$ cat config.mk
export PLATFORM = sky130hd
export DESIGN_NAME = dmem_ctrl
export DESIGN_NICKNAME = d
export VERILOG_FILES = /design/src/rtl/dmem_ctrl_pkg.sv /design/src/rtl/dmem_align.sv /design/src/rtl/dmem_ctrl.sv
export SDC_FILE = /design/constraint.sdc
export NUM_CORES = 1
export LEC_CHECK = 0
export CAP_MARGIN = 10
export CELL_PAD_IN_SITES_DETAIL_PLACEMENT = 1
export CELL_PAD_IN_SITES_GLOBAL_PLACEMENT = 2
export CORE_MARGIN = 10
export CORE_UTILIZATION = 25
export CTS_CLUSTER_SIZE = 24
export DETAILED_ROUTE_END_ITERATION = 16
export GPL_TIMING_DRIVEN = 0
export HOLD_SLACK_MARGIN = 0.08
export PLACE_DENSITY_LB_ADDON = 0.15
export SETUP_SLACK_MARGIN = 0.1
export SLEW_MARGIN = 40
export SYNTH_ARGS = -nofsm -noshare
export SYNTH_HDL_FRONTEND = slang
export SYNTH_HIERARCHICAL = 1
export SYNTH_SLANG_ARGS = --single-unit
export TNS_END_PERCENT = 50
$ cat constraint.sdc
create_clock -name clk -period 2.5 [get_ports clk]
set_input_delay 0.5 -clock clk [delete_from_list [all_inputs] [get_ports clk]]
set_output_delay 0.5 -clock clk [all_outputs]
set_load 0.03 [all_outputs]
$ cat src/rtl/dmem_ctrl_pkg.sv
// Shared packages for the data-memory controller.
//   lsu_wires_pkg : one-hot LSU operation type carried on the pipeline wires.
//   dmem_ctrl_pkg : controller FSM states, the default timeout constant and
//                   the store-data replication helper.
// The optional access timeout is enabled with the DMEM_TIMEOUT_EN macro.

package lsu_wires_pkg;

  // One-hot load/store operation selector from the decode stage.
  typedef enum logic [7:0] {
    LSU_SB  = 8'b0000_0001,
    LSU_SH  = 8'b0000_0010,
    LSU_SW  = 8'b0000_0100,
    LSU_LB  = 8'b0000_1000,
    LSU_LBU = 8'b0001_0000,
    LSU_LH  = 8'b0010_0000,
    LSU_LHU = 8'b0100_0000,
    LSU_LW  = 8'b1000_0000
  } lsu_op_type;

endpackage

package dmem_ctrl_pkg;
  import lsu_wires_pkg::*;

  typedef enum logic [1:0] {
    DMEM_IDLE = 2'd0,
    DMEM_PEND = 2'd1,
    DMEM_RESP = 2'd2
  } dmem_state_type;

  localparam int unsigned DMEM_TIMEOUT_DEFAULT = 256;

  // Replicate the store operand across the word so every enabled byte lane
  // carries the right data regardless of the address offset.
  function automatic logic [31:0] store_replicate(input lsu_op_type op,
                                                  input logic [31:0] wdata);
    logic [31:0] res;
    res = wdata;
    case (op)
      LSU_SB:  res = {4{wdata[7:0]}};
      LSU_SH:  res = {2{wdata[15:0]}};
      default: res = wdata;
    endcase
    return res;
  endfunction

endpackage

$ cat src/rtl/dmem_align.sv
// Load result extraction: picks the byte/halfword addressed by the low
// address bits out of the memory word and sign- or zero-extends it.
// Store operations produce zero.

module dmem_align
  import lsu_wires_pkg::*;
(
  input  lsu_op_type  op,
  input  logic [1:0]  offset,
  input  logic [31:0] rdata,
  output logic [31:0] data
);

  logic [7:0]  byte_sel;
  logic [15:0] half_sel;

  // Lane selection and extension by operation type.
  always_comb begin
    // NOTE: every output of a combinational block gets a default first so no
    // path can leave it unassigned and infer a latch.
    data     = '0;
    byte_sel = rdata[8*offset +: 8];
    half_sel = offset[1] ? rdata[31:16] : rdata[15:0];
    case (op)
      LSU_LB:  data = {{24{byte_sel[7]}}, byte_sel};
      LSU_LBU: data = {24'b0, byte_sel};
      LSU_LH:  data = {{16{half_sel[15]}}, half_sel};
      LSU_LHU: data = {16'b0, half_sel};
      LSU_LW:  data = rdata;
      default: data = '0;
    endcase
  end

endmodule

$ cat src/rtl/dmem_ctrl.sv
// Data-memory controller: accepts one load/store from execute, issues a
// single memory request, waits for completion and returns a one-cycle
// response pulse. Flush kills the response but never the bus transaction.
// Optional feature: define DMEM_TIMEOUT_EN to abort requests that see no
// mem_ready within TIMEOUT_CYCLES pending cycles (response with rsp_fault).

module dmem_ctrl
  import lsu_wires_pkg::*;
  import dmem_ctrl_pkg::*;
#(
  parameter int unsigned TIMEOUT_CYCLES = DMEM_TIMEOUT_DEFAULT
) (
  input  logic        clk,
  input  logic        rst_n,
  input  logic        req_valid,
  input  logic        req_store,
  input  logic [31:0] req_addr,
  input  logic [3:0]  req_strb,
  input  logic [31:0] req_wdata,
  input  lsu_op_type  req_op,
  input  logic        req_exc,
  input  logic        flush,
  output logic        mem_valid,
  output logic [31:0] mem_addr,
  output logic [31:0] mem_wdata,
  output logic [3:0]  mem_wstrb,
  input  logic        mem_ready,
  input  logic [31:0] mem_rdata,
  output logic        rsp_valid,
  output logic [31:0] rsp_data,
  output logic        rsp_fault,
  output logic        busy
);

  if (TIMEOUT_CYCLES < 1) begin : g_bad_timeout
    $error("dmem_ctrl: TIMEOUT_CYCLES must be at least 1");
  end

  dmem_state_type state;
  lsu_op_type     op_q;
  logic [1:0]     offset_q;
  logic           store_q;
  logic           kill_q;      // flush seen while pending: drop the response
  logic           rsp_valid_q;
  logic [31:0]    load_data;

  dmem_align u_align (
    .op     (op_q),
    .offset (offset_q),
    .rdata  (mem_rdata),
    .data   (load_data)
  );

  logic accept;
  assign accept = req_valid && !req_exc && !flush && (req_strb != 4'b0);

  assign busy      = (state != DMEM_IDLE);
  assign rsp_valid = rsp_valid_q && !flush;

`ifdef DMEM_TIMEOUT_EN
  localparam int unsigned CNT_W = $clog2(TIMEOUT_CYCLES + 1);
  localparam logic [CNT_W-1:0] CNT_LAST = CNT_W'(TIMEOUT_CYCLES - 1);
  logic [CNT_W-1:0] tmo_cnt;
  logic             fault_q;
  assign rsp_fault = fault_q;
`else
  assign rsp_fault = 1'b0;
`endif

  // Controller FSM with registered memory request and response fields.
  always_ff @(posedge clk or negedge rst_n) begin
    // NOTE: all state, including datapath registers, is cleared by the async
    // reset so no stale request is visible on the bus after reset; state is
    // updated with non-blocking assignments only.
    if (!rst_n) begin
      state       <= DMEM_IDLE;
      mem_valid   <= 1'b0;
      mem_addr    <= '0;
      mem_wdata   <= '0;
      mem_wstrb   <= '0;
      rsp_valid_q <= 1'b0;
      rsp_data    <= '0;
      op_q        <= LSU_LW;
      offset_q    <= '0;
      store_q     <= 1'b0;
      kill_q      <= 1'b0;
`ifdef DMEM_TIMEOUT_EN
      tmo_cnt     <= '0;
      fault_q     <= 1'b0;
`endif
    end else begin
      case (state)
        DMEM_IDLE: begin
          if (accept) begin
            mem_valid <= 1'b1;
            mem_addr  <= {req_addr[31:2], 2'b00};
            mem_wstrb <= req_store ? req_strb : 4'b0;
            mem_wdata <= req_store ? store_replicate(req_op, req_wdata) : '0;
            op_q      <= req_op;
            offset_q  <= req_addr[1:0];
            store_q   <= req_store;
            kill_q    <= 1'b0;
`ifdef DMEM_TIMEOUT_EN
            tmo_cnt   <= '0;
`endif
            state     <= DMEM_PEND;
          end
        end
        DMEM_PEND: begin
          if (flush) kill_q <= 1'b1;
          if (mem_ready) begin
            mem_valid   <= 1'b0;
            rsp_data    <= store_q ? 32'b0 : load_data;
            rsp_valid_q <= !(kill_q || flush);
            state       <= DMEM_RESP;
          end
`ifdef DMEM_TIMEOUT_EN
          else if (tmo_cnt == CNT_LAST) begin
            mem_valid   <= 1'b0;
            rsp_data    <= '0;
            fault_q     <= 1'b1;
            rsp_valid_q <= !(kill_q || flush);
            state       <= DMEM_RESP;
          end else begin
            tmo_cnt <= tmo_cnt + 1'b1;
          end
`endif
        end
        DMEM_RESP: begin
          rsp_valid_q <= 1'b0;
`ifdef DMEM_TIMEOUT_EN
          fault_q     <= 1'b0;
`endif
          state       <= DMEM_IDLE;
        end
        default: state <= DMEM_IDLE;
      endcase
    end
  end

endmodule

==> metrics.csv <==
stage;metric;value;unit
placement;Port Buffers;215;
synthesis;Synth cell types;53;
setup_path;Worst Path Required;2000;ps
setup_path;Critical Path AT;1800;ps
global_routing;largest net degree at the start of global routing;68;
sta;final setup margin;205;ps
cts;clock buffer count from CTS;17;
routing;first drt pass iteration count;4;
placement;GPL Wtd Cong;0.854;
synthesis;post-synthesis sequential area ratio;0.499;
setup_path;critical path fanouts, max;5;
floorplanning;core area;22600;um2
sta;Tmin final;2300;ps
cts;clk root buf;clkbuf_16;
sta;Tcrit/Tclk final;0.918;
status;outcome;complete, no violations;
routing;Detailed Route WL;23400;um
routing;Avg WL per Cell;19.7;um
setup_path;worst setup path category;reg -> out;
routing;top layer in use;met5;
routing;DRC errors left;0;
routing;met3 WL;2630;um
layout;fin nets;999;
sta;# setup viols final;0;
sta;Worst Skew;7.99;ps
global_routing;GR Util All Layers;0.159;
routing;DR WL met2;11200;um
setup_path;reg2reg path depth;8;
hold_path;Hold Path Class;reg -> reg;
global_routing;number of global-route vias before repair;6183;
sta;Slew headroom;0.515;
placement;pre-CTS setup slack;-271;ps
synthesis;synthesized cell area;5720;um2
floorplanning;Initial Utilization;0.253;
global_routing;total gr overflow;0;
layout;fillers;2600;
synthesis;ys flop type;dfrtp_1;
floorplanning;die area;29300;um2
layout;most frequent cells in the layout;nand2_1, clkdlybuf4s50_1, dfrtp_1, o21ai_0, nand2b_1;
sta;slew of the pin with the lowest slew margin;728;ps
layout;Layout area overhead;56.5;%
pwr;VDD IR-drop max;0.446;mV
sta;Pins Over Slew Limit;0;
placement;Final HPWL DP;18100;um
layout;Layout Utilization;0.396;
job;maxcap violations;0;
routing;antenna-violating nets left;0;
synthesis;Yosys warning count;6;
cts;worst skew pair latency;410;ps
cts;Clock transition at path regs;60;ps
placement;DP Area;8270;um2
hold_path;hold path depth;2;
routing;vias;5540;
sta;Final TNS setup;0;ps
sta;Hold Slack;464;ps
synthesis;EDFF count, synth;0;
floorplanning;Die X;171;um
pwr;PD cells;851;nW/um2
sta;fmax;436;MHz
routing;Vias/cell;4.68;
synthesis;Synth async-reset ratio;1.00;
sta;RSZ-0062 raised after global routing;true;
synthesis;post-synthesis cell count;646;
cts;CTS tree;done;
pwr;P_leak;3.86;nW
floorplanning;# IOs;219;
global_routing;first-pass GRT wire length;36000;um
routing;DRT met1 WL;9190;um
cts;Clock Sinks;114;
floorplanning;Core Rows;55;
routing;initial DRC count;208;
sta;Fin. Hold Viols;0;
synthesis;Avg Cell Area, Syn;8.85;um2
floorplanning;height of the chip;171;um
layout;Final Instance Area;8950;um2
setup_path;crit path launch type;flop;
synthesis;Seq cells post-synth;114;
cts;CTS max path bufs;2;
layout;most common cell after layout, fill and taps aside;nand2_1;
global_routing;antenna violations before repair;4;
cts;H-tree Lvls;4;
layout;layout cells sized above 1;0.103;
setup_path;CP endpoint kind;output port;
## synthesized netlist by cell type (2+ instances only)
master | n | share of area
o21ai_1 | 20 | 0.018
nor2_1 | 28 | 0.018
clkbuf_1 | 16 | 0.011
nor3b_1 | 2 | 0.0026
a21oi_2 | 9 | 0.014
buf_2 | 14 | 0.012
o2bb2ai_1 | 2 | 0.0031
nand2b_1 | 35 | 0.038
inv_1 | 4 | 0.0026
xor2_1 | 2 | 0.0031
o22a_1 | 8 | 0.012
mux4_2 | 2 | 0.0079
mux2_2 | 6 | 0.012
buf_6 | 10 | 0.020
nand3_1 | 10 | 0.0088
nor3_1 | 7 | 0.0061
or4_1 | 2 | 0.0026
mux2i_1 | 16 | 0.028
buf_1 | 2 | 0.0013
o31a_1 | 2 | 0.0031
nor4b_1 | 2 | 0.0031
buf_4 | 4 | 0.0053
or2_2 | 2 | 0.0022
a21o_1 | 3 | 0.0039
a21oi_1 | 7 | 0.0061
or3_1 | 4 | 0.0044
dfrtp_1 | 113 | 0.49
nor2b_1 | 5 | 0.0055
a221o_1 | 8 | 0.014
nand2_1 | 225 | 0.15
o21ai_0 | 49 | 0.043
a211o_1 | 6 | 0.0092
## registers in the layout, summed over array words and instances, names as in the netlist, 2 cells and up
| name | flops |
|---|---|
| mem_addr | 30 |
| mem_wdata | 32 |
| mem_wstrb | 4 |
| offset_q | 2 |
| op_q | 8 |
| rsp_data | 32 |
| state | 2 |
## cell type report
| class | instances | area, um2 | share of cell area |
|---|---|---|---|
| clock buffers | 20 | 457 | 0.0510 |
| repair buffers | 217 | 2200 | 0.245 |
| multi-input cells | 484 | 2610 | 0.291 |
| inverters | 4 | 15.0 | 0.00168 |
| clock inverters | 12 | 180 | 0.0201 |
| diodes | 1 | 2.50 | 0.000280 |
| flip-flops and latches | 114 | 2850 | 0.319 |
| well taps | 285 | 357 | 0.0398 |
| plain buffers | 46 | 280 | 0.0313 |
## stage by stage
stage	std cells	power (W)
floorplan	648	0.00379
global placement	1148	0.00492
CTS	1182	0.00770
detailed placement	1149	0.00498
finish	1183	0.00761
global route	1182	0.00802
## path summary, 6_finish.rpt
path                       slack, ps     start           to
hold reg to reg                  460   op_q[6]      op_q[6]
max in group asynchronous       1210     rst_n      op_q[7]
hold / removal                   460   op_q[6]      op_q[6]
setup / recovery                 200  state[0]         busy
min in group asynchronous        580     rst_n  rsp_data[3]
setup reg to reg                 230   op_q[2]  rsp_data[3]
## metal layers
layer	GRT usage	up-vias
met5	0	-
met4	0.0416	6
met3	0.0816	25
met2	0.261	179
met1	0.179	2705
li1	-	2625
## repair_timing
action / 4_1_cts / 5_1_grt
endpoints found under the setup margin: 2 / 17
gates resized for setup: 1 / 6
setup buffers: 0 / 0
hold endpoints to repair: 47 / 0
hold buffers: 1 / 0
## critical path, stage by stage, from the launching register on
cell	delay (ps)
dfrtp_1	430
or2_2	320
clkdlybuf4s50_1	630
## power breakdown
| part | switching (W) | leakage, nW | internal (W) |
|---|---|---|---|
| Sequential | 0.000214 | 1.49 | 0.00219 |
| Combinational | 0.00147 | 2.08 | 0.00107 |
| Clock | 0.000940 | 0.295 | 0.00172 |
## cells by family (layout without fill, tap and decap cells)
group,Yosys count,in the layout,synth area share
and+or+nand+nor,333,333,0.259
buffers and inverters,50,299,0.0516
AOI/OAI and AO/OA,121,121,0.137
muxes,24,24,0.0477
other,1,4,0.000656
xor gates and xnor gates,3,3,0.00460
DFF,114,114,0.499
Note: power is estimated with default switching activity, not from simulation.
